[config.mk]
export PLATFORM = sky130hd
export DESIGN_NAME = fir_tap_sequencer
export DESIGN_NICKNAME = d
export VERILOG_FILES = /design/src/rtl/fir_pkg.sv /design/src/rtl/fir_coef_bank.sv /design/src/rtl/fir_tap_sequencer.sv
export SDC_FILE = /design/constraint.sdc
export NUM_CORES = 1
export LEC_CHECK = 0
export CORE_MARGIN = 3
export CORE_UTILIZATION = 50
export CTS_BUF_LIST = sky130_fd_sc_hd__clkbuf_16
export DETAILED_ROUTE_END_ITERATION = 10
export MAX_ROUTING_LAYER = met4
export PLACE_DENSITY_LB_ADDON = 0.25
export SLEW_MARGIN = 20
export SYNTH_ARGS = -nofsm -noshare
export SYNTH_HDL_FRONTEND = slang
export SYNTH_SLANG_ARGS = --single-unit
[constraint.sdc]
create_clock -name clk -period 13.45 [get_ports clk]
set_clock_uncertainty 0.1 [all_clocks]
set_input_delay 3.3625 -clock clk [delete_from_list [all_inputs] [get_ports clk]]
set_output_delay 3.3625 -clock clk [all_outputs]
set_load 0.01 [all_outputs]
[src/rtl/fir_pkg.sv]
// Shared definitions for the time-multiplexed FIR tap sequencer:
// sequencer state encoding, default parameter values and result width derivation.
package fir_pkg;

    // Sequencer states: waiting for a sample, or stepping the MAC across the taps.
    typedef enum logic {
        IDLE = 1'b0,
        MAC  = 1'b1
    } fir_state_e;

    localparam int DEF_NUM_OF_TAPS = 3;
    localparam int DEF_INPUT_WIDTH = 8;
    localparam int DEF_COEF_WIDTH  = 8;

    // Result width wide enough that a full sum of N unsigned products cannot wrap.
    function automatic int calc_output_width(input int input_width,
                                             input int coef_width,
                                             input int num_of_taps);
        return input_width + coef_width + $clog2(num_of_taps);
    endfunction

endpackage

[src/rtl/fir_coef_bank.sv]
// Coefficient register file. Writes are accepted only while the sequencer allows
// them and the address names a real tap; any other write strobe produces a
// one-cycle error pulse. The read port is combinational, indexed by tap number.
module fir_coef_bank
    import fir_pkg::*;
#(
    parameter int NUM_OF_TAPS = DEF_NUM_OF_TAPS,
    parameter int COEF_WIDTH  = DEF_COEF_WIDTH,
    parameter int ADDR_WIDTH  = $clog2(DEF_NUM_OF_TAPS)
) (
    input  logic                  clk,
    input  logic                  rst,
    input  logic                  wr_allow,
    input  logic                  wr_en,
    input  logic [ADDR_WIDTH-1:0] wr_addr,
    input  logic [COEF_WIDTH-1:0] wr_data,
    output logic                  wr_err,
    input  logic [ADDR_WIDTH-1:0] rd_addr,
    output logic [COEF_WIDTH-1:0] rd_data
);

    logic [COEF_WIDTH-1:0] coef_q [NUM_OF_TAPS];
    logic [COEF_WIDTH-1:0] coef_d [NUM_OF_TAPS];
    logic                  wr_err_q;
    logic                  wr_err_d;
    logic                  addr_ok;
    logic                  wr_ok;

    // Write validation and next-state of the coefficient registers.
    always_comb begin
        addr_ok  = (32'(wr_addr) < NUM_OF_TAPS);
        wr_ok    = wr_en & wr_allow & addr_ok;
        wr_err_d = wr_en & ~wr_ok;
        for (int i = 0; i < NUM_OF_TAPS; i++) begin
            coef_d[i] = coef_q[i];
            if (wr_ok && (wr_addr == ADDR_WIDTH'(i))) begin
                coef_d[i] = wr_data;
            end
        end
    end

    // Combinational read of the coefficient for the current tap.
    always_comb begin
        rd_data = '0;
        for (int i = 0; i < NUM_OF_TAPS; i++) begin
            if (rd_addr == ADDR_WIDTH'(i)) begin
                rd_data = coef_q[i];
            end
        end
    end

    // Coefficient storage and registered error pulse.
    always_ff @(posedge clk or posedge rst) begin
        if (rst) begin
            for (int i = 0; i < NUM_OF_TAPS; i++) begin
                coef_q[i] <= '0;
            end
            wr_err_q <= 1'b0;
        end else begin
            for (int i = 0; i < NUM_OF_TAPS; i++) begin
                coef_q[i] <= coef_d[i];
            end
            wr_err_q <= wr_err_d;
        end
    end

    assign wr_err = wr_err_q;

endmodule

[src/rtl/fir_tap_sequencer.sv]
// Time-multiplexed FIR: one multiplier-accumulator is stepped across all taps,
// one tap per clock. Holds the tap delay line, a one-entry pending sample buffer
// and the sequencer FSM; coefficients live in fir_coef_bank.
//
// Sample interface: input_data is taken on any edge where input_data_flag is high.
// It is either accepted (IDLE, nothing pending), parked in the pending buffer, or
// dropped with an overflow pulse when the buffer is already occupied. There is no
// back-pressure; busy only reports that a MAC sequence is running.
module fir_tap_sequencer
    import fir_pkg::*;
#(
    parameter int NUM_OF_TAPS  = DEF_NUM_OF_TAPS,
    parameter int INPUT_WIDTH  = DEF_INPUT_WIDTH,
    parameter int COEF_WIDTH   = DEF_COEF_WIDTH,
    parameter int OUTPUT_WIDTH = calc_output_width(DEF_INPUT_WIDTH, DEF_COEF_WIDTH, DEF_NUM_OF_TAPS)
) (
    input  logic                           clk,
    input  logic                           rst,
    input  logic [INPUT_WIDTH-1:0]         input_data,
    input  logic                           input_data_flag,
    input  logic                           coef_wr_en,
    input  logic [$clog2(NUM_OF_TAPS)-1:0] coef_addr,
    input  logic [COEF_WIDTH-1:0]          coef_data,
    output logic                           coef_wr_err,
    output logic                           busy,
    output logic [OUTPUT_WIDTH-1:0]        output_data,
    output logic                           output_data_flag,
    output logic                           overflow
);

    localparam int ADDR_WIDTH = $clog2(NUM_OF_TAPS);

    fir_state_e              state_q, state_d;
    logic [ADDR_WIDTH-1:0]   k_q, k_d;
    logic [OUTPUT_WIDTH-1:0] acc_q, acc_d;
    logic [INPUT_WIDTH-1:0]  taps_q [NUM_OF_TAPS];
    logic [INPUT_WIDTH-1:0]  taps_d [NUM_OF_TAPS];
    logic                    pend_valid_q, pend_valid_d;
    logic [INPUT_WIDTH-1:0]  pend_data_q, pend_data_d;
    logic [OUTPUT_WIDTH-1:0] out_data_q, out_data_d;
    logic                    out_flag_q, out_flag_d;
    logic                    overflow_q, overflow_d;

    logic                    accept;
    logic [INPUT_WIDTH-1:0]  accept_sample;
    logic [INPUT_WIDTH-1:0]  tap_sel;
    logic [COEF_WIDTH-1:0]   coef_sel;
    logic [OUTPUT_WIDTH-1:0] product;
    logic                    last_tap;

    fir_coef_bank #(
        .NUM_OF_TAPS (NUM_OF_TAPS),
        .COEF_WIDTH  (COEF_WIDTH),
        .ADDR_WIDTH  (ADDR_WIDTH)
    ) u_coef_bank (
        .clk      (clk),
        .rst      (rst),
        .wr_allow (state_q == IDLE),
        .wr_en    (coef_wr_en),
        .wr_addr  (coef_addr),
        .wr_data  (coef_data),
        .wr_err   (coef_wr_err),
        .rd_addr  (k_q),
        .rd_data  (coef_sel)
    );

    // Current tap product; the result width guarantees the multiply cannot wrap.
    always_comb begin
        tap_sel = '0;
        for (int i = 0; i < NUM_OF_TAPS; i++) begin
            if (k_q == ADDR_WIDTH'(i)) begin
                tap_sel = taps_q[i];
            end
        end
        product  = OUTPUT_WIDTH'(tap_sel) * OUTPUT_WIDTH'(coef_sel);
        last_tap = (k_q == ADDR_WIDTH'(NUM_OF_TAPS - 1));
    end

    // Sequencer next state: accept/pending/drop decisions and MAC stepping.
    always_comb begin
        state_d       = state_q;
        k_d           = k_q;
        acc_d         = acc_q;
        pend_valid_d  = pend_valid_q;
        pend_data_d   = pend_data_q;
        out_data_d    = out_data_q;
        out_flag_d    = 1'b0;
        overflow_d    = 1'b0;
        accept        = 1'b0;
        accept_sample = '0;
        for (int i = 0; i < NUM_OF_TAPS; i++) begin
            taps_d[i] = taps_q[i];
        end

        case (state_q)
            IDLE: begin
                if (pend_valid_q) begin
                    // The parked sample goes first; a sample arriving now takes its slot.
                    accept        = 1'b1;
                    accept_sample = pend_data_q;
                    pend_valid_d  = input_data_flag;
                    if (input_data_flag) begin
                        pend_data_d = input_data;
                    end
                end else if (input_data_flag) begin
                    accept        = 1'b1;
                    accept_sample = input_data;
                end
            end
            MAC: begin
                if (input_data_flag) begin
                    if (pend_valid_q) begin
                        overflow_d = 1'b1;
                    end else begin
                        pend_valid_d = 1'b1;
                        pend_data_d  = input_data;
                    end
                end
                acc_d = acc_q + product;
                if (last_tap) begin
                    out_data_d = acc_q + product;
                    out_flag_d = 1'b1;
                    state_d    = IDLE;
                end else begin
                    k_d = k_q + 1'b1;
                end
            end
            default: state_d = IDLE;
        endcase

        if (accept) begin
            taps_d[0] = accept_sample;
            for (int i = 1; i < NUM_OF_TAPS; i++) begin
                taps_d[i] = taps_q[i-1];
            end
            acc_d   = '0;
            k_d     = '0;
            state_d = MAC;
        end
    end

    // FSM, delay line, pending buffer and registered outputs.
    always_ff @(posedge clk or posedge rst) begin
        if (rst) begin
            state_q      <= IDLE;
            k_q          <= '0;
            acc_q        <= '0;
            pend_valid_q <= 1'b0;
            pend_data_q  <= '0;
            out_data_q   <= '0;
            out_flag_q   <= 1'b0;
            overflow_q   <= 1'b0;
            for (int i = 0; i < NUM_OF_TAPS; i++) begin
                taps_q[i] <= '0;
            end
        end else begin
            state_q      <= state_d;
            k_q          <= k_d;
            acc_q        <= acc_d;
            pend_valid_q <= pend_valid_d;
            pend_data_q  <= pend_data_d;
            out_data_q   <= out_data_d;
            out_flag_q   <= out_flag_d;
            overflow_q   <= overflow_d;
            for (int i = 0; i < NUM_OF_TAPS; i++) begin
                taps_q[i] <= taps_d[i];
            end
        end
    end

    assign busy             = (state_q == MAC);
    assign output_data      = out_data_q;
    assign output_data_flag = out_flag_q;
    assign overflow         = overflow_q;

endmodule

# == Word level (Yosys, flattened, before mapping) ==
# Cells that the tools add are included.
# word_totals
output_inout_bits,22
reg_bits,99
elab_cells,75
# classes
reduce_logical,9
n_lt_le_gt_ge,1
n_mul,1
n_bitwise,5
n_addsub,2
n_mux,33
eq_ne,9
# op_table
op,count
$mux W8,13
$mux W18,2
$add A18 B16 Y18,1
$mul A8 B8 Y16,1
$pmux W8 S2,1
$mux W1,13
$ne A2 B2 Y1 const B,5
$mux W2,3
$eq A2 B1 Y1 const B,2
$eq A2 B2 Y1 const B,2
$logic_not A2 Y1,2
$reduce_and A2 Y1,2
$reduce_and A4 Y1,1
$and A1 B1 Y1,3
$logic_and A1 B1 Y1,3
$add A2 B1 Y2 const B,1
$lt A2 B2 Y1 const B,1
$not A1 Y1,2
$pmux W1 S2,1
$reduce_bool A2 Y1,1

# == Depth between registers and ports, before layout ==
# Gate-level depths: netlist of run 1.
# depth
depth_word,8
mapped_depth,26
ltp_nobuf,24

# == Hierarchy ==
# From an unflattened synthesis of run 1, not the netlist that was laid out.
# unflattened
hier_cells,713
hier_area_um2,7134.3
# by_module_without_submodules
mod,area_each_um2,seq_area_each_um2,cells_each,n_inst
fir_tap_sequencer,5968.2,1851.8,637,1
fir_coef_bank,1166.1,625.6,76,1

# == Worst setup path before layout of run 1 ==
# Ideal clock, no wire load.
# synth_path
kind,register to register
start,reg k_q[0]
end,reg acc_q[17]
setup_time_ns,0.124
path_stages_with_launch,25
t_arrival_ns,5.569
setup_slack_ns,7.657
path_cell_list,dfrtp_1 inv_1 ha_1 clkbuf_1 clkbuf_1 nand2_1 nor2_1 a21oi_1 nor2_1 nor2_1 or2_2 fa_1 fa_1 inv_1 fa_1 inv_1 fa_1 inv_1 ha_1 a21o_1 nand2_1 a31o_2 o21ai_2 mux2_2 a211o_1
# synth_between
elab_chain_len,8
# synth_lines
element,line_no,source
start: declaration,fir_tap_sequencer.sv:34,"logic [ADDR_WIDTH-1:0] k_q, k_d;"
start signal: assignment,fir_tap_sequencer.sv:158,k_q <= k_d;
$logic_not A2 Y1,"fir_coef_bank.sv:46, fir_tap_sequencer.sv:71",
"$mux W8, on equally long branches (3 in a row)","fir_tap_sequencer.sv:71, fir_coef_bank.sv:46",
$mul A8 B8 Y16 (*),fir_tap_sequencer.sv:75,product = OUTPUT_WIDTH'(tap_sel) * OUTPUT_WIDTH'(coef_sel);
$add A18 B16 Y18 (*),fir_tap_sequencer.sv:119,acc_d = acc_q + product;
$mux W18 (*),fir_tap_sequencer.sv:95,case (state_q)
$mux W18 (*),fir_tap_sequencer.sv:131,if (accept) begin
end signal: assignment,fir_tap_sequencer.sv:147,acc_q <= '0;
end signal: assignment,fir_tap_sequencer.sv:159,acc_q <= acc_d;
end: declaration,fir_tap_sequencer.sv:35,"logic [OUTPUT_WIDTH-1:0] acc_q, acc_d;"
# Every way passes the cells marked *; elsewhere a longest branch is shown, timed or not. The select of a mux whose other input is x is not followed.
# A chain may end at the register's enable or synchronous reset.

# == Worst setup path in the final report of run 1 ==
# layout_path
start,reg k_q[1]
end,reg acc_q[17]
# The elaborated chain is that of the path after synthesis.

==> results.toml, run 1 <==
[synth]
synthCells = 699
async_flop_share = 1.00
synth.largest_area_cell = "dfrtp_1"
ys_types = 58
synthFlopType = "dfrtp_1"
synth-seq-cells = 99
netlist.area_leader.share = 0.357
yosys-top-cells-area = "dfrtp_1 36%, fa_1 14%, mux2_2 9.4%, ha_1 7.8%, inv_1 5.8%"
yosysWarnings = 0
synthesis.area_sq_um = 6940
synth_edf_count = 0
syn-num-nets = 814
synth.avg_cell_area_sq_um = 9.92
synth.yosys.seq_area_share = 0.357

[placed_design]
gp_congestion = 0.920
placed_cells = 898
portBuffers = 43
dp_hpwl_mm = 11.2

[worst_setup_path]
cp_top_family = "adder cells"
crit_path_end = "acc_q[17]"
worst_r2r_path_depth = 20
path_cells = "inv_1 -> ha_1 -> a21oi_1 -> o21ai_0 -> inv_1 -> or2_2 -> fa_1 -> fa_1 -> inv_1 -> fa_1 -> inv_1 -> fa_1 -> inv_1 -> ha_1 -> a21o_1 -> nand2_1 -> a31o_2 -> o21ai_2 -> mux2_2 -> a211o_1"
worst_path_largest_cell_delay_ns = 0.86
start_kind = "register"
critical_path.slowest_cell = "ha_1"
cp_common_cell = "inv_1"
critPathRequiredTime_ns = 13.59
critPathMaxFanout = 32
crit_path_end_kind = "register"
r2r-start = "k_q[1]"
timing.critical_path.from = "k_q[1]"
worstSetupPathType = "reg2reg"
critical_path_depth = 20
reg2reg_slack_ns = 6.58
crit_buf_inv = 5
cp.arrival_ns = 7.01
reg2reg_to = "acc_q[17]"

[route]
final_antenna_net_count = 0
drt-initial-drc-count = 286
drc = 0
vias_per_cell = 5.46
drt-wirelength-per-cell_microns = 16.2
dr.pass1.iters = 4
routed_wl_mm = 14.8
vias = 4989

[sta]
slew_viol_final = 0
rsz0062_at_grt = "no"
min_period_over_period = 0.511
finalCriticalPeriod_ns = 6.87
tns_ns = 0
setup_viol = 0
hold_viol_final = 0
timing.fmax_mhz = 146
slew_headroom = 0.293
worst_pin_slew_ns = 1.06

[floorplan]
die_x_microns = 124
die_area_sq_um = 15300
die_h_microns = 124
start_util = 0.518
rows = 42
ioPinCount = 44
core_area_sq_um = 13400

[layout]
diodes = 0
final_layout_size_suffix_gt1_frac = 0.142
syn_to_final_growth_pct = 12.6
fin_nets = 848
stdcell_count = 914
n_fill_cell = 1138

[flow_run]
drv_cap = 0

[cts]
clock_sinks = 99
clkTransAtPathRegs_ns = 0.07
h-tree-depth = 3
cts_tree = "built"
clk_latency_ns = 0.36
post_cts_resize_count = 0
cts_buffers = 9
cts_setup_buffers = 0
ctsRootBufferMaster = "clkbuf_16"
postCtsHoldBufs = 0
cts.path.max_buffers = 2

[status]
status = "complete, no violations"

[hold_path]
hold_path_class = "reg2reg"
hold_depth = 2

[grt]
grt_usage = 0.215
grt_pass1_vias = 5079
grt_pass1_wl_mm = 25.0
grt_max_degree = 68
antenna_found_initial = 0
grt-ovfl-total = 0
-- flip-flops by register name, indices dropped and copies added (netlist names) --
name / cells
pend_valid_q: 1
output_data_flag: 1
k_q: 2
acc_q: 18
u_coef_bank.wr_err: 1
busy: 1
overflow: 1
taps_q: 24
pend_data_q: 8
u_coef_bank.coef_q: 24
output_data: 18
-- placed cells by master, fill, tap and decap left out, drive strengths merged, types with 3 or more instances in the layout --
cell type,instances
nor3b,4
clkbuf,9
a21oi,40
xor2,3
inv,112
o21ai,26
ha,43
and2,5
a21o,6
dfrtp,99
or2,9
nor3,5
nor2,67
fa,50
a22o,13
nand2b,12
nand4,4
nor2b,6
nand2,64
xnor2,6
clkdlybuf4s50,43
buf,4
a21boi,3
o21a,4
a22oi,9
nand3,7
mux2,58
-- synthesized netlist by cell type, types with 2 or more instances --
cell type,instances
nor3b_2,2
o21a_1,4
fa_1,50
o31ai_1,2
a211o_1,2
clkbuf_1,17
inv_1,107
nor2_1,67
buf_1,4
nor3_1,3
nand3_1,7
xor2_1,3
nand2_1,64
nor3b_1,2
nor2b_1,6
nand2b_1,12
and2_1,3
a32o_1,2
dfrtp_1,99
or2_2,9
a21boi_0,2
a22o_1,13
a22oi_1,9
o21ai_0,21
mux2_2,58
nand4_1,3
o21ai_1,4
a31o_2,2
ha_1,43
nor3_2,2
a21o_1,6
xnor2_1,6
buf_2,2
a21oi_1,39
-- worst min path at each step --
stage / start / to / slack [ns]
4_1_cts: output_data[8] / output_data[8] / 0.38
5_1_grt: output_data[4] / output_data[4] / 0.41
3_5_place_dp: output_data[8] / output_data[8] / 0.36
6_report: output_data[8] / output_data[8] / 0.38
3_3_place_gp: output_data[5] / output_data[5] / 0.36
2_1_floorplan: acc_q[4] / acc_q[4] / 0.35
-- tightest hold or removal path: cells and delay by family (launching register included) --
family	cells	cell delay, ns
AND/OR/NAND/NOR	2	0.11
flip-flops	1	0.34
-- cell families (layout without fill, tap and decap cells) --
logic type,count (synthesis),in the layout,synth area share
multiplexers,59,59,0.0956
AO/OA/AOI/OAI,117,117,0.111
adder cells (fa/ha/maj),94,94,0.223
AND/OR/NAND/NOR,190,190,0.129
buffers and inverters,131,170,0.0723
flip-flops,99,99,0.357
XOR/XNOR,9,9,0.0114
-- layer usage --
layer / part of all wire / track usage / vias to the layer above
li1: - / - / 2357
met1: 0.43 / 0.272 / 2492
met3: 0.046 / 0.0400 / 30
met2: 0.49 / 0.345 / 110
met5: 0 / - / -
met4: 0.030 / 0.0837 / 0
-- final cells by class --
cell class	count	area, sq um	area share
inverters	107	404	0.0518
flip-flops and latches	99	2480	0.317
multi-input cells	469	3960	0.508
clock inverters	7	57.6	0.00737
clock buffers	9	225	0.0288
repair buffers	47	460	0.0590
well taps	176	220	0.0282
-- metrics by stage --
step	utilization	cell area, sq um	setup slack (ns)	hold slack (ns)
after global routing	0.583	7810	6.14	0.414
after CTS	0.582	7800	6.54	0.378
final	0.583	7810	6.58	0.382
after global placement	0.561	7520	6.75	0.358
after detailed placement	0.561	7520	6.53	0.361
after floorplan	-	6940	7.40	0.350
Power of run 1 is not shown: default switching activity piles up to over one toggle a cycle in this logic, so the estimate is an artifact.
==> run 2: changes to the inputs <==
clock period = 6.6 ns   (was 13.45 ns; I/O delays follow)
==> run 2 against run 1 <==
Register-to-register slack worse by 6.0 ns. Final area rose by 2.0%. Non-clock buffer count rose by 17. Setup slack got worse by 6.0 ns. Global-route usage rose by 0.37 points. Critical path type unchanged.
==> results.toml, run 2 (same netlist as run 1, synthesis figures left out) <==
[route]
final_antenna_net_count = 0
drc = 0
drt-initial-drc-count = 208
dr.pass1.iters = 4
routed_wl_mm = 14.8
drt-wirelength-per-cell_microns = 15.9
vias = 4983
vias_per_cell = 5.35

[cts]
cts_tree = "built"
h-tree-depth = 3
cts.path.max_buffers = 2
cts_buffers = 9
clk_latency_ns = 0.36
cts_setup_buffers = 0
ctsRootBufferMaster = "clkbuf_16"
clock_sinks = 99
clkTransAtPathRegs_ns = 0.07

[floorplan]
die_area_sq_um = 15300
ioPinCount = 44
die_x_microns = 124
core_area_sq_um = 13400
start_util = 0.518
rows = 42
die_h_microns = 124

[grt]
grt_pass1_vias = 5265
grt_pass1_wl_mm = 25.4
use_met3 = 0.0504
grt_use_met2 = 0.359
grt_usage = 0.219
grt_use_met1 = 0.270
top_usage_layer = "met2"
grt-ovfl-total = 0
grt_max_degree = 65
antenna_found_initial = 0

[layout]
final_layout_size_suffix_gt1_frac = 0.160
fin_nets = 865
top_regs = "taps_q (24), u_coef_bank.coef_q (24)"
regArea_sq_um = 2480
n_fill_cell = 1182
diodes = 0
multi_input_area_sq_um = 3970
layout_commonest_cell = "inv_1"
final_cell_mix = "106 x inv_1, 99 x dfrtp_1, 67 x nor2_1"
syn_to_final_growth_pct = 14.8

[sta]
finalCriticalPeriod_ns = 6.02
setup_viol = 0
holdWs_ns = 0.374
worst_slack_ns = 0.584
tns_ns = 0
rsz0062_at_grt = "no"
worst_pin_slew_ns = 0.786
min_period_over_period = 0.912
slew_viol_final = 0
hold_viol_final = 0
timing.fmax_mhz = 166
slew_headroom = 0.476

[status]
status = "complete, no violations"

[worst_setup_path]
crit_path_end_kind = "register"
reg2reg_slack_ns = 0.58
timing.critical_path.from = "k_q[1]"
reg2reg_to = "acc_q[17]"
critPathRequiredTime_ns = 6.75
r2r-start = "k_q[1]"
worst_r2r_path_depth = 21
critPathMaxFanout = 29
start_kind = "register"
cp.arrival_ns = 6.16
worstSetupPathType = "reg2reg"

[hold_path]
hold_start = "output_data[7]"
holdPathEnd = "output_data[7]"
hold_path_class = "reg2reg"
hold_depth = 2

[placed_design]
dp_hpwl_mm = 11.3
gp_congestion = 0.924
portBuffers = 43
dp_slack_ns = 0.296

[flow_run]
drv_cap = 0
## run 2: area by class of cell
class / instances / area share
clock buffers: 9 / 0.0283
clock inverters: 7 / 0.00943
well taps: 176 / 0.0277
multi-input cells: 469 / 0.499
flip-flops and latches: 99 / 0.311
inverters: 107 / 0.0508
repair buffers: 64 / 0.0739
## run 2: worst max path at each step
| stage | endpoint | slack (ns) | depth (start not counted) |
|---|---|---|---|
| final | acc_q[17] | 0.58 | 21 |
| after global routing | acc_q[17] | 0.13 | 21 |
| after CTS | acc_q[17] | 0.28 | 21 |
| after detailed placement | acc_q[17] | 0.30 | 21 |
| after global placement | acc_q[17] | 0.43 | 20 |
| after floorplan | acc_q[17] | 0.81 | 24 |
## run 2: metal layers
metal  vias to the layer above  share of wire
met2                        95           0.50
met3                        29          0.040
met1                      2468           0.43
met5                         -              0
li1                       2391              -
met4                         0          0.020
## run 2: worst max-delay path: stages, from the launching register on
cell,delay [ns]
dfrtp_1,0.40
inv_1,0.10
ha_2,0.52
nor2_1,0.10
a21oi_1,0.13
nor2_1,0.05
a21oi_1,0.40
or2_2,0.21
fa_1,0.45
fa_1,0.54
inv_1,0.06
fa_1,0.52
inv_1,0.05
fa_1,0.53
inv_1,0.04
ha_1,0.36
a21o_1,0.20
nand2_1,0.12
nand4_2,0.18
a2111oi_0,0.46
nor3_1,0.11
a211o_1,0.28
## run 2: stage by stage
step,cells,area [sq um],utilization
after floorplan,699,6940,-
final,931,7960,0.594
after CTS,931,7960,0.594
after global routing,931,7960,0.594
after global placement,915,7650,0.571
after detailed placement,915,7660,0.571
## run 2: what timing repair did
item,CTS,global route
resized for setup,0,1
setup endpoints to repair,0,9
hold buffers,0,0
Power of run 2 is left out for the same reason.
==> run 3: changes to the inputs <==
CORE_MARGIN = 1   (was 3)
==> run 3 against run 2 <==
Setup slack got worse by 0.069 ns. Non-clock buffer count rose by 3. Final area barely moved. Register-to-register slack got worse by 0.07 ns. Die area fell by 6.4%. Fmax fell by 1.1%. Count of clock-buffer cells in the layout did not move. First-iteration DRC count rose by 8.7%. Critical endpoint unchanged. Largest cell class unchanged.
==> results.toml, run 3 (same netlist as run 1, synthesis figures left out) <==
[status]
status = "complete, no violations"

[worst_setup_path]
timing.critical_path.from = "k_q[1]"
cp_top_family = "adder cells"
reg2reg_to = "acc_q[17]"
crit_buf_inv = 4
crit_path_end_kind = "register"
worstSetupPathType = "reg2reg"
critical_path.slowest_cell = "fa_1"
worst_r2r_path_depth = 21
worst_path_largest_cell_delay_ns = 0.55
path_cells = "inv_1 -> ha_2 -> nor2_1 -> a21oi_1 -> nor2_1 -> nor2_1 -> or2_2 -> fa_1 -> fa_1 -> inv_1 -> fa_1 -> inv_1 -> fa_1 -> inv_1 -> ha_1 -> a21o_1 -> nand2_1 -> nand4_2 -> a2111oi_0 -> nor3_1 -> a211o_1"
start_kind = "register"
critPathMaxFanout = 29
cp.arrival_ns = 6.22
crit_path_end = "acc_q[17]"
reg2reg_slack_ns = 0.51
r2r-start = "k_q[1]"
critical_path_depth = 21
critPathRequiredTime_ns = 6.74

[cts]
clkTransAtPathRegs_ns = 0.07
cts_buffers = 9
cts_setup_buffers = 0
ctsRootBufferMaster = "clkbuf_16"
cts_tree = "built"
clk_latency_ns = 0.36
cts.path.max_buffers = 2
h-tree-depth = 3
clock_sinks = 99

[sta]
slew_headroom = 0.479
finalCriticalPeriod_ns = 6.09
worst_pin_slew_ns = 0.782
rsz0062_at_grt = "no"
timing.fmax_mhz = 164
hold_viol_final = 0
tns_ns = 0
min_period_over_period = 0.922
setup_viol = 0
slew_viol_final = 0

[placed_design]
gp_congestion = 0.893
placed_cells = 918
dp_hpwl_mm = 11.2
portBuffers = 43

[layout]
layout_commonest_cell = "inv_1"
finish.utilization = 0.594
multi_input_area_sq_um = 3970
fin_nets = 868
stdcell_count = 934
syn_to_final_growth_pct = 14.7
n_fill_cell = 1184
diodes = 0
final_cell_mix = "106 x inv_1, 99 x dfrtp_1, 67 x nor2_1"
top_regs = "taps_q (24), u_coef_bank.coef_q (24)"
final_layout_size_suffix_gt1_frac = 0.166
regArea_sq_um = 2480

[route]
drc = 0
vias_per_cell = 5.23
final_antenna_net_count = 0
vias = 4888
drt-wirelength-per-cell_microns = 15.6
routed_wl_mm = 14.6
drt-initial-drc-count = 226
dr.pass1.iters = 4

[grt]
grt_pass1_wl_mm = 24.8
antenna_found_initial = 0
grt_max_degree = 64
grt_pass1_vias = 5101
grt-ovfl-total = 0
grt_usage = 0.230

[floorplan]
rows = 42
die_area_sq_um = 14300
die_x_microns = 120
die_h_microns = 120
start_util = 0.518
ioPinCount = 44
core_area_sq_um = 13400

[flow_run]
drv_cap = 0

[hold_path]
hold_path_class = "reg2reg"
run 3: cell types whose count changed in the layout (fill, tap and decap cells not counted), sizes merged:
cell,change
inv,+3
clkinv,-2
bufinv,-1
buf,+3
run 3: how the worst min path moves through the flow:
| stage | from | to | slack [ns] | depth (start not counted) |
|---|---|---|---|---|
| 3_3_place_gp | output_data[5] | output_data[5] | 0.36 | 2 |
| 3_5_place_dp | output_data[7] | output_data[7] | 0.36 | 2 |
| 2_1_floorplan | acc_q[4] | acc_q[4] | 0.35 | 2 |
| 5_1_grt | output_data[7] | output_data[7] | 0.40 | 2 |
| 6_report | output_data[8] | output_data[8] | 0.37 | 2 |
| 4_1_cts | output_data[7] | output_data[7] | 0.38 | 2 |
run 3: worst register-to-register path, cell delays in order (launching register included):
cell	delay (ns)
dfrtp_1	0.40
inv_1	0.09
ha_2	0.51
nor2_1	0.10
a21oi_1	0.13
nor2_1	0.07
nor2_1	0.36
or2_2	0.21
fa_1	0.46
fa_1	0.55
inv_1	0.06
fa_1	0.53
inv_1	0.05
fa_1	0.53
inv_1	0.04
ha_1	0.36
a21o_1	0.20
nand2_1	0.11
nand4_2	0.17
a2111oi_0	0.52
nor3_1	0.14
a211o_1	0.29
run 3: timing repair:
item | CTS | global route
resized for setup | 0 | 2
hold buffers | 0 | 0
endpoints found under the setup margin | 0 | 3
run 3: metal layers:
layer,vias to the layer above,global-route usage,share of wire
li1,2395,-,-
met1,2395,0.278,0.44
met2,78,0.385,0.51
met3,20,0.0418,0.030
met4,0,0.0844,0.020
met5,-,-,0
run 3: area by class of cell:
| cell class | count | area share |
|---|---|---|
| Clock buffer | 9 | 0.0283 |
| Clock inverter | 7 | 0.00692 |
| Inverter | 107 | 0.0508 |
| Multi-Input combinational cell | 469 | 0.498 |
| Sequential cell | 99 | 0.311 |
| Tap cell | 176 | 0.0277 |
| Timing Repair Buffer | 67 | 0.0767 |
run 3: per-stage QoR:
| stage | hold WS (ns) | setup slack, ns | instance area, sq um |
|---|---|---|---|
| 2_1_floorplan | 0.350 | 0.807 | 6940 |
| 3_3_place_gp | 0.359 | 0.399 | 7670 |
| 3_5_place_dp | 0.362 | 0.297 | 7670 |
| 4_1_cts | 0.378 | 0.249 | 7950 |
| 5_1_grt | 0.397 | 0.102 | 7960 |
| 6_report | 0.374 | 0.514 | 7960 |
Power of run 3 is left out for the same reason.
==> RTL edit, RTL diff (settings of run 3) <==
Remove the register `out_flag_q`: a continuous assignment takes its place, so the output `output_data_flag` follows one clock earlier.
--- a/src/rtl/fir_tap_sequencer.sv
+++ b/src/rtl/fir_tap_sequencer.sv
@@ -148,7 +148,6 @@
             pend_valid_q <= 1'b0;
             pend_data_q  <= '0;
             out_data_q   <= '0;
-            out_flag_q   <= 1'b0;
             overflow_q   <= 1'b0;
             for (int i = 0; i < NUM_OF_TAPS; i++) begin
                 taps_q[i] <= '0;
@@ -160,13 +159,14 @@
             pend_valid_q <= pend_valid_d;
             pend_data_q  <= pend_data_d;
             out_data_q   <= out_data_d;
-            out_flag_q   <= out_flag_d;
             overflow_q   <= overflow_d;
             for (int i = 0; i < NUM_OF_TAPS; i++) begin
                 taps_q[i] <= taps_d[i];
             end
         end
     end
+
+    assign out_flag_q = out_flag_d;
 
     assign busy             = (state_q == MAC);
     assign output_data      = out_data_q;
Check against the original RTL: not equivalent (a bounded check fails within 4 cycles, from zero or initial values and one cycle with rst high).
==> RTL edit against run 3 <==
Global-route usage is 0.26 points higher. Wire length is 0.69% lower. Area after synthesis is 0.92% higher. Sequential cell count is 1 lower. Core utilization is 0.32 points higher. First-iteration DRC count is 32% higher. Non-clock buffer count is 1 higher. Design area is 0.93% higher. Worst hold slack better by 0.0023 ns. Setup slack worse by 0.0062 ns. Critical endpoint is now acc_q[15]$_DFFE_PP0P_.
Power is not shown: default switching activity piles up to over one toggle a cycle in this logic, so the estimate is an artifact.
==> RTL edit: results (changes against run 3) <==
NUM_VIAS=5117  # +4.7%
GRT_PASS1_WL_MM=25.6  # +3.2%
SYN_NETS=838  # +2.9%
FIN_WORST_HOLD_SLACK_NS=0.377  # +0.00230 ns
CRITICAL_PATH.MAX_FANOUT=27  # -6.9%
FILL_CELLS=1195  # +0.93%
DRIVE_GT1_SHARE_PCT=14.9  # -1.7 points
REG2REG_SLACK_NS=0.51
FINAL_WEIGHTED_CONGESTION_OF_ROUTABILITY_DRIVEN_GLOBAL_PLACEMENT=0.889  # -0.44%
WORSTPATHARRIVAL_NS=6.23  # about the same
LARGEST_NET_DEGREE_AT_THE_START_OF_GLOBAL_ROUTING=61  # -4.7%
RUN_STATUS='complete, no violations'
SYNTH_SEQ_AREA_SHARE_PCT=35.0  # -0.68 points
SYNTH_CELL_TYPES=61  # +5.2%
TRACK_USAGE_PCT=23.3  # +0.26 points
DRT_WL_TOTAL_MM=14.5  # -0.69%
MIN_DELAY_WORST_ENDPOINT='output_data[0]$_DFFE_PP0P_'
FINAL_CORE_UTILIZATION_PCT=59.7  # +0.32 points
R2R-END='acc_q[15]$_DFFE_PP0P_'
FIRST_GLOBAL_VIAS=5265  # +3.2%
DRTITER0DRC=298  # +32%
NETLIST_TOP_CELLS_AREA='sky130_fd_sc_hd__dfrtp_1, sky130_fd_sc_hd__fa_1, sky130_fd_sc_hd__mux2_2'
GLOBALROUTEMET3UTIL_PCT=4.48  # +0.30 points
PLACEMENT.CELL_AREA_UM2=7730  # +0.80%
GRT_UTIL_MET2_PCT=37.7  # -0.87 points
TIGHTESTPINTRANSITION_NS=0.743  # -0.0393 ns
-- RTL edit: cell types whose count changed in the layout (fill, tap and decap cells not counted), sizes merged, moves of 3 or more --
cell and delta:
nand4 +3, mux2 -5, nor2 +6, inv -3, nand2 +14
-- RTL edit: area by class of cell --
| type | instances | area [um^2] | share of cell area (%) |
|---|---|---|---|
| sequential | 98 | 2450 | 30.5 |
| clock inverter | 7 | 70.1 | 0.872 |
| timing repair buffer | 68 | 618 | 7.70 |
| clock buffer | 9 | 225 | 2.80 |
| tap | 176 | 220 | 2.74 |
| multi-input combinational | 490 | 4050 | 50.4 |
| inverter | 106 | 400 | 4.99 |
-- RTL edit: metrics by stage --
step / instances / worst slack, ns
finish: 954 / 0.508
global route: 954 / 0.0483
CTS: 954 / 0.214
detailed placement: 938 / 0.234
global placement: 938 / 0.440
floorplan: 723 / 0.755
-- RTL edit: worst max-delay path: cells and delay by family (launching register included) --
family / cells / cell delay [ns]
flops: 1 / 0.39
fa+ha+maj: 6 / 2.92
compound gates: 5 / 1.13
buf+inv: 4 / 0.24
simple gates: 6 / 1.18
-- RTL edit: worst max-delay path by stage --
| stage | cells past startpoint | to | slack (ns) | from |
|---|---|---|---|---|
| final | 21 | acc_q[15]$_DFFE_PP0P_ | 0.51 | k_q[1]$_DFFE_PP0P_ |
| after global routing | 21 | acc_q[15]$_DFFE_PP0P_ | 0.05 | k_q[1]$_DFFE_PP0P_ |
| after CTS | 21 | acc_q[15]$_DFFE_PP0P_ | 0.21 | k_q[1]$_DFFE_PP0P_ |
| after detailed placement | 21 | acc_q[15]$_DFFE_PP0P_ | 0.23 | k_q[1]$_DFFE_PP0P_ |
| after global placement | 20 | output_data[17]$_DFFE_PP0P_ | 0.44 | k_q[1]$_DFFE_PP0P_ |
| after floorplan | 24 | output_data[17]$_DFFE_PP0P_ | 0.76 | k_q[0]$_DFFE_PP0P_ |
-- RTL edit: what timing repair did --
action                                  CTS  global route
endpoints found under the setup margin    0            12
resized for setup                         0             1
hold buffers                              0             0
-- RTL edit: cell families after synthesis --
kind of cell	after synthesis	synth area share, %
AO/OA/AOI/OAI	115	11.0
XOR/XNOR	10	1.45
adder cells (fa/ha/maj)	94	22.1
buffers and inverters	135	7.33
flip-flops	98	35.0
multiplexers	55	8.87
AND/OR/NAND/NOR	216	14.2
-- RTL edit: routing by layer --
metal,wire length (um),part of all wire (%),up-vias
li1,-,-,2460
met1,6790,47,2560
met2,7100,49,85
met3,451,3.1,12
met4,163,1.1,0
met5,0,0,-
